$ cat src/rtl/uart_bus_bridge.sv
// Serial-command bus initiator: 'W'/'R' byte frames become 16-bit bus writes/reads, results are returned as bytes.
// Latency: bus cycle starts one edge after the last frame byte, lasts WAIT_CYCLES, reply follows immediately.
// Backpressure: reply bytes are held until i_tx_ready; bytes arriving during BUS/TX are dropped.
module uart_bus_bridge #(
    parameter int WAIT_CYCLES = 1,
    parameter int TIMEOUT     = 20000
) (
    input  logic        i_clk,
    input  logic        i_reset,
    input  logic [7:0]  i_rx_dat,
    input  logic        i_rx_valid,
    output logic [7:0]  o_tx_dat,
    output logic        o_tx_valid,
    input  logic        i_tx_ready,
    output logic        o_busreq,
    output logic [15:0] o_wb_addr,
    output logic        o_wb_cyc,
    output logic        o_wb_we,
    output logic [15:0] o_wb_dat,
    input  logic [15:0] i_wb_dat
);
    localparam logic [7:0] CMD_W = 8'h57;
    localparam logic [7:0] CMD_R = 8'h52;
    localparam logic [7:0] RPL_K = 8'h4B;
    localparam logic [7:0] RPL_Q = 8'h3F;
    localparam int TW = (TIMEOUT > 1) ? $clog2(TIMEOUT + 1) : 1;
    localparam logic [TW-1:0] TMO_LAST  = TW'((TIMEOUT > 0) ? TIMEOUT - 1 : 0);
    localparam logic [3:0]    WAIT_LAST = 4'(WAIT_CYCLES - 1);

    typedef enum logic [2:0] {IDLE, ADDR_H, ADDR_L, DATA_H, DATA_L, BUS, TX_H, TX_L} state_t;

    state_t        state, state_nxt;
    logic [TW-1:0] tmo_cnt;
    logic [3:0]    wait_cnt;
    logic          we_q, two_q;
    logic [7:0]    tx_hi, tx_lo;
    logic [15:0]   addr_q, dat_q;
    logic          in_frame, tmo_hit, bus_last, is_cmd;

    assign in_frame = (state == ADDR_H) || (state == ADDR_L) || (state == DATA_H) || (state == DATA_L);
    assign tmo_hit  = (TIMEOUT != 0) && in_frame && !i_rx_valid && (tmo_cnt == TMO_LAST);
    assign bus_last = (state == BUS) && (wait_cnt == WAIT_LAST);
    assign is_cmd   = (i_rx_dat == CMD_W) || (i_rx_dat == CMD_R);

    always_ff @(posedge i_clk or negedge i_reset) begin
        if (!i_reset) state <= IDLE;
        else          state <= state_nxt;
    end

    always_comb begin
        state_nxt = state;
        case (state)
            IDLE:   if (i_rx_valid) state_nxt = is_cmd ? ADDR_H : TX_H;
            ADDR_H: if (i_rx_valid) state_nxt = ADDR_L;
                    else if (tmo_hit) state_nxt = IDLE;
            ADDR_L: if (i_rx_valid) state_nxt = we_q ? DATA_H : BUS;
                    else if (tmo_hit) state_nxt = IDLE;
            DATA_H: if (i_rx_valid) state_nxt = DATA_L;
                    else if (tmo_hit) state_nxt = IDLE;
            DATA_L: if (i_rx_valid) state_nxt = BUS;
                    else if (tmo_hit) state_nxt = IDLE;
            BUS:    if (bus_last) state_nxt = TX_H;
            TX_H:   if (i_tx_ready) state_nxt = two_q ? TX_L : IDLE;
            TX_L:   if (i_tx_ready) state_nxt = IDLE;
            default: state_nxt = IDLE;
        endcase
    end

    always_comb begin
        o_busreq   = 1'b0;
        o_wb_cyc   = 1'b0;
        o_wb_we    = 1'b0;
        o_tx_valid = 1'b0;
        o_tx_dat   = 8'h00;
        case (state)
            BUS: begin
                o_busreq = 1'b1;
                o_wb_cyc = 1'b1;
                o_wb_we  = we_q;
            end
            TX_H: begin
                o_tx_valid = 1'b1;
                o_tx_dat   = tx_hi;
            end
            TX_L: begin
                o_tx_valid = 1'b1;
                o_tx_dat   = tx_lo;
            end
            default: ;
        endcase
    end

    assign o_wb_addr = addr_q;
    assign o_wb_dat  = dat_q;

    // Datapath: frame capture, idle-gap timer, bus window length and reply bytes.
    always_ff @(posedge i_clk or negedge i_reset) begin
        if (!i_reset) begin
            tmo_cnt  <= '0;
            wait_cnt <= 4'd0;
            we_q     <= 1'b0;
            two_q    <= 1'b0;
            tx_hi    <= 8'h00;
            tx_lo    <= 8'h00;
            addr_q   <= 16'h0000;
            dat_q    <= 16'h0000;
        end else begin
            tmo_cnt  <= (in_frame && !i_rx_valid) ? tmo_cnt + TW'(1) : '0;
            wait_cnt <= (state == BUS && !bus_last) ? wait_cnt + 4'd1 : 4'd0;
            if (i_rx_valid) begin
                case (state)
                    IDLE: begin
                        if (is_cmd) begin
                            we_q  <= (i_rx_dat == CMD_W);
                            two_q <= (i_rx_dat == CMD_R);
                        end else begin
                            two_q <= 1'b0;
                            tx_hi <= RPL_Q;
                        end
                    end
                    ADDR_H: addr_q[15:8] <= i_rx_dat;
                    ADDR_L: addr_q[7:0]  <= i_rx_dat;
                    DATA_H: dat_q[15:8]  <= i_rx_dat;
                    DATA_L: dat_q[7:0]   <= i_rx_dat;
                    default: ;
                endcase
            end
            if (bus_last) begin
                tx_hi <= we_q ? RPL_K : i_wb_dat[15:8];
                tx_lo <= i_wb_dat[7:0];
            end
        end
    end
endmodule

$ cat config.mk
export PLATFORM = sky130hd
export DESIGN_NAME = uart_bus_bridge
export DESIGN_NICKNAME = d
export VERILOG_FILES = /design/src/rtl/uart_bus_bridge.sv
export SDC_FILE = /design/constraint.sdc
export NUM_CORES = 1
export LEC_CHECK = 0
export BUFFER_PORTS_ARGS = -buffer_cell sky130_fd_sc_hd__buf_4
export CORE_MARGIN = 3
export CORE_UTILIZATION = 50
export DETAILED_ROUTE_END_ITERATION = 6
export PLACE_DENSITY = 0.75
export SETUP_SLACK_MARGIN = 0.5
export SYNTH_ARGS = -nofsm -noshare
export SYNTH_HDL_FRONTEND = slang
export SYNTH_SLANG_ARGS = --single-unit
$ cat constraint.sdc
create_clock -name i_clk -period 5.6 [get_ports i_clk]
set_input_delay 0 -clock i_clk [delete_from_list [all_inputs] [get_ports i_clk]]
set_output_delay 0 -clock i_clk [all_outputs]
set_load 0.05 [all_outputs]
; Word level (Yosys, flattened, before mapping)
; Index checks and enable logic that the tools add are counted.
[word_totals]
regBits = 72
elab_cells = 76
[classes]
n_addsub = 2
eq_ne = 15
n_mux = 25
n_reduce_logical = 23
[op_table]
columns = cell, count
row1 = 8-bit two-way mux, 5
row2 = 3-bit two-way mux, 12
row3 = 3-bit one-hot mux with 8 select lines, 1
row4 = 8-bit by 7-bit == test with 1-bit output (second input constant), 2
row5 = 8-bit one-hot mux with 2 select lines, 1
row6 = 15-bit by 1-bit adder with 15-bit output (second input constant), 1
row7 = 15-bit == test (second input constant), 1
row8 = 15-bit two-way mux, 1
row9 = 3-bit == test (second input constant), 4
row10 = 2-bit != test (second input constant), 5
row11 = 2-bit AND reduction, 5
row12 = 3-bit by 2-bit == test with 1-bit output (second input constant), 2
row13 = 3-bit AND reduction, 2
row14 = 4-bit by 1-bit adder with 4-bit output (second input constant), 1
row15 = 1-bit logical AND, 4
row16 = 4-bit zero test, 1
row17 = 1-bit logical OR, 4
row18 = 1-bit two-way mux, 4
row19 = 4-bit two-way mux, 1
row20 = 4-bit AND reduction, 1
row21 = 2-bit nonzero test, 2
row22 = 3-bit by 1-bit == test with 1-bit output (second input constant), 1
row23 = 3-bit zero test, 1
row24 = 1-bit zero test, 2
row25 = 2-bit OR reduction, 1

; Logic depth before layout (Yosys ltp)
[depth]
depth_word = 9
mapped_depth = 7
ltp_nobuf = 6

; Worst setup path before layout
; OpenSTA, ideal clock, no wires.
[synth_path]
path_kind = reg-to-reg
from = register wait_cnt[0]
to = register state[0]
setup_time_ps = 87
arrival_ps = 1801
t_required_ps = 5513
setup_slack_ps = 3712
stages_incl_launch_ff = 7
path_buffers = 0
cell_sequence = dfrtp_1 > inv_1 > ha_1 > or3b_4 > a211o_1 > or4_1 > o211ai_1
[synth_between]
elab_chain_cells = 4
[synth_lines]
columns = item, line
row1 = "start, declared", 34  ; logic [3:0] wait_cnt;
row2 = "start signal, assigned", 109  ; wait_cnt <= (state == BUS && !bus_last) ? wait_cnt + 4'd1 : 4'd0;
row3 = 4-bit zero test, 42  ; assign bus_last = (state == BUS) && (wait_cnt == WAIT_LAST);
row4 = 1-bit logical AND, 42
row5 = 2-bit != test (no source line), -
row6 = 4-bit AND reduction (no source line), -
row7 = "end signal, assigned", 47  ; else state <= state_nxt;
row8 = "end, declared", 32  ; state_t state, state_nxt;
; No other way between the ends.
; A chain may end at the register's enable or synchronous reset.

; Worst setup path after layout
[layout_path]
from = register state[0]
to = register tx_hi[3]
[layout_between]
elab_chain_cells = 4
[layout_lines]
columns = item, line
row1 = 3-bit == test, 42
row2 = 1-bit logical AND, 42
row3 = 2-bit != test (no source line) / 2-bit nonzero test (equally long branches), -
row4 = 3-bit AND reduction (no source line), -
row5 = "end signal, assigned", 129  ; tx_hi <= we_q ? RPL_K : i_wb_dat[15:8];
row6 = "end, declared", 36  ; logic [7:0] tx_hi, tx_lo;
; Several ways; a longest one is shown, not always the timed one.

==> out/summary.txt <==
Global placer's final weighted congestion = 0.749
Minimum setup slack in the final design = 2980 ps
Global-route wire length before repair = 12,700 microns
Antenna viol nets, final = 0
Row cnt = 29
Pleak = 2.00 nW
Cts-stage hold buffer count = 26
Post-CTS Resized = 0
Min Clock Period, post-route = 2620 ps
Placeable core region = 0.00646 sq mm
Hold path depth = 4
Ranking of synthesized cells by instance count = sky130_fd_sc_hd__dfrtp_1 (72), sky130_fd_sc_hd__nand2_1 (38), sky130_fd_sc_hd__mux2_2 (32), sky130_fd_sc_hd__nor2_1 (28), sky130_fd_sc_hd__mux2i_1 (9)
Drt wl/cell = 16.3 microns
CP Data Arrival Time = 2890 ps
Synthesized instance count = 303
Hold violation count in the final report = 0
Library cells used by synthesis = 51
Cell at the root of the clock tree = sky130_fd_sc_hd__clkbuf_8
DR vias/cell = 5.47
Diode count = 0
Setup repair after global routing missed its margin = no
Placement-stage worst setup slack = 3030 ps
Net count reported at finish = 427
Clock slew at reported path FFs = 70 ps
Final Setup Violations = 0
Avg Synthesized Cell Area = 11.1 sq um
DRC violations left = 0
Final clock period utilization by the worst path = 0.467
Post-synth ARST share = 1.00
Leading post-synthesis cells by cell area = sky130_fd_sc_hd__dfrtp_1 (53%), sky130_fd_sc_hd__mux2_2 (11%), sky130_fd_sc_hd__nand2_1 (4.2%)
Layout Cell Area excl Fill = 0.00442 sq mm
IR Drop Worst-Case VDD = 0.000468 V
Worst Skew = 13.0 ps
Pin count of the biggest net entering global routing = 73
Achievable frequency = 382 MHz
Overflow left after global routing = 0
Number of violations of the max-capacitance limit = 0
Worst EP required = 5880 ps
Setup TNS = 0 ps
Hold crit path type = primary input to flip-flop
Die Height = 88.1 microns
Worst Reg2Reg Path Length in Cells = 4
Syn Nets = 334
Worst slew margin relative to its limit = 0.353
Total wire length = 7790 microns
1st-pass router iterations = 6
Crit. End Element = flip-flop
Number of antenna violations at the first check in global routing = 0
Sequential area share after synthesis = 0.535
Maximum fanout along the worst path = 26
Later-pin clock latency in the skew report = 350 ps
Buffers added on ports = 71
Number of buffers inserted during clock tree synthesis = 9
Deepest clock path buffer count = 2
Yosys warnings = 0
Netlist Area Pre-Place = 0.00337 sq mm
Dpl cell area = 0.00392 sq mm
Startpoint type of the worst setup path = flip-flop
Core Util, Final = 0.684
Number of I/O pins = 72
Signed area change from the synthesized netlist to the final layout = 31.0%
Number of buffers inserted to repair setup after CTS = 0
Vias post-DR = 2,607
Worst hold slack after final layout = 71.6 ps
Area leader, netlist = sky130_fd_sc_hd__dfrtp_1
Top flip-flop cell by instance count after synthesis = sky130_fd_sc_hd__dfrtp_1
Pins Over Slew Limit = 0
Starting Density = 0.522
Critical Setup Path Class = flip-flop to flip-flop
Detailed Place HPWL = 4930 microns
Area share of the largest cell type after synthesis = 0.535
Transition time of the tightest slew-check pin = 970 ps
Initial detailed-routing violation count = 137
TritonCTS clock tree = built
Die W = 88.1 microns
Most common cell in the netlist = sky130_fd_sc_hd__dfrtp_1
CTS H-tree depth = 3
Vias in the first global route = 2,570
Layout cells sized above 1 = 0.313
Status = complete, no violations
Number of enable flip-flop cells after synthesis = 0
Total clock sinks = 72
Total GRT Usage = 0.213
Die Area = 0.00776 sq mm
Synthesis-stage register bit count = 72
Pwr Density = 598 mW/mm^2
report_power, final:
part	internal, W	switching [W]
clock	0.000294	0.000193
sequential	0.000698	0.000162
combinational	0.000449	0.000843
per-layer routing:
| layer | global-route usage | wire length [microns] | vias up |
|---|---|---|---|
| met5 | 0 | 0 | - |
| met4 | 0.0783 | 109 | 0 |
| met3 | 0.0696 | 418 | 9 |
| met2 | 0.339 | 3870 | 50 |
| met1 | 0.273 | 3390 | 1295 |
| li1 | - | - | 1253 |
state kept, by name, indices dropped and copies added, names as in the netlist:
| signal | count |
|---|---|
| tx_hi | 8 |
| o_wb_addr | 16 |
| o_wb_dat | 16 |
| we_q | 1 |
| tmo_cnt | 15 |
| two_q | 1 |
| state | 3 |
| tx_lo | 8 |
| wait_cnt | 4 |
cells in the final DEF, fill, tap and decap left out, types with 3 or more instances in the layout:
| cell type | instances |
|---|---|
| sky130_fd_sc_hd__nor2_1 | 28 |
| sky130_fd_sc_hd__clkbuf_8 | 9 |
| sky130_fd_sc_hd__xnor2_1 | 6 |
| sky130_fd_sc_hd__and2_1 | 3 |
| sky130_fd_sc_hd__xor2_1 | 6 |
| sky130_fd_sc_hd__or4_1 | 3 |
| sky130_fd_sc_hd__nor3_1 | 5 |
| sky130_fd_sc_hd__dfrtp_1 | 72 |
| sky130_fd_sc_hd__nand2b_1 | 5 |
| sky130_fd_sc_hd__nand4_1 | 5 |
| sky130_fd_sc_hd__nand2_1 | 38 |
| sky130_fd_sc_hd__mux2i_1 | 9 |
| sky130_fd_sc_hd__o211ai_1 | 4 |
| sky130_fd_sc_hd__a31oi_1 | 3 |
| sky130_fd_sc_hd__dlygate4sd3_1 | 26 |
| sky130_fd_sc_hd__ha_1 | 3 |
| sky130_fd_sc_hd__buf_4 | 71 |
| sky130_fd_sc_hd__nand3b_1 | 3 |
| sky130_fd_sc_hd__inv_1 | 7 |
| sky130_fd_sc_hd__a21oi_1 | 7 |
| sky130_fd_sc_hd__or3_1 | 5 |
| sky130_fd_sc_hd__o21ai_0 | 4 |
| sky130_fd_sc_hd__mux2_2 | 32 |
| sky130_fd_sc_hd__bufinv_16 | 3 |
| sky130_fd_sc_hd__o32a_1 | 3 |
| sky130_fd_sc_hd__nand3_1 | 6 |
area by class of cell:
class / count / area (sq um)
fillers: 490 / 2040
flip-flops and latches: 72 / 1800
multi-input cells: 208 / 1460
repair buffers: 97 / 793
clock buffers: 10 / 128
clock inverters: 5 / 106
well taps: 77 / 96.3
inverters: 8 / 30.0
per-stage QoR:
step,instances,total power [W]
finish,477,0.00264
global route,477,0.00276
CTS,477,0.00264
detailed placement,436,0.00214
global placement,436,0.00212
floorplan,303,0.00178
logic make-up after synthesis:
kind of cell    Yosys count  share of synthesized area
simple gates            119                      0.186
mux                      41                      0.134
flops                    72                      0.535
buf+inv                  23                     0.0341
xor+xnor                 12                     0.0312
fa+ha+maj                 3                     0.0111
compound gates           33                     0.0690
critical path: stages, from the launching register on:
cell and delay (ps):
sky130_fd_sc_hd__dfrtp_1 990, sky130_fd_sc_hd__nand3b_1 280, sky130_fd_sc_hd__nor2_1 770, sky130_fd_sc_hd__or2_2 310, sky130_fd_sc_hd__o32a_1 190
final timing paths:
| kind | startpoint | endpoint | slack [ps] |
|---|---|---|---|
| max in group asynchronous | i_reset | tmo_cnt[4] | 4700 |
| min in group asynchronous | i_reset | tx_lo[3] | 320 |
| setup / recovery | state[0] | tx_hi[3] | 2980 |
| hold / removal | i_rx_valid | tmo_cnt[14] | 70 |
| hold reg to reg | tx_lo[4] | tx_lo[4] | 480 |
| setup reg to reg | state[0] | tx_hi[3] | 2980 |
No activity file was read; power rests on OpenSTA's default activity.
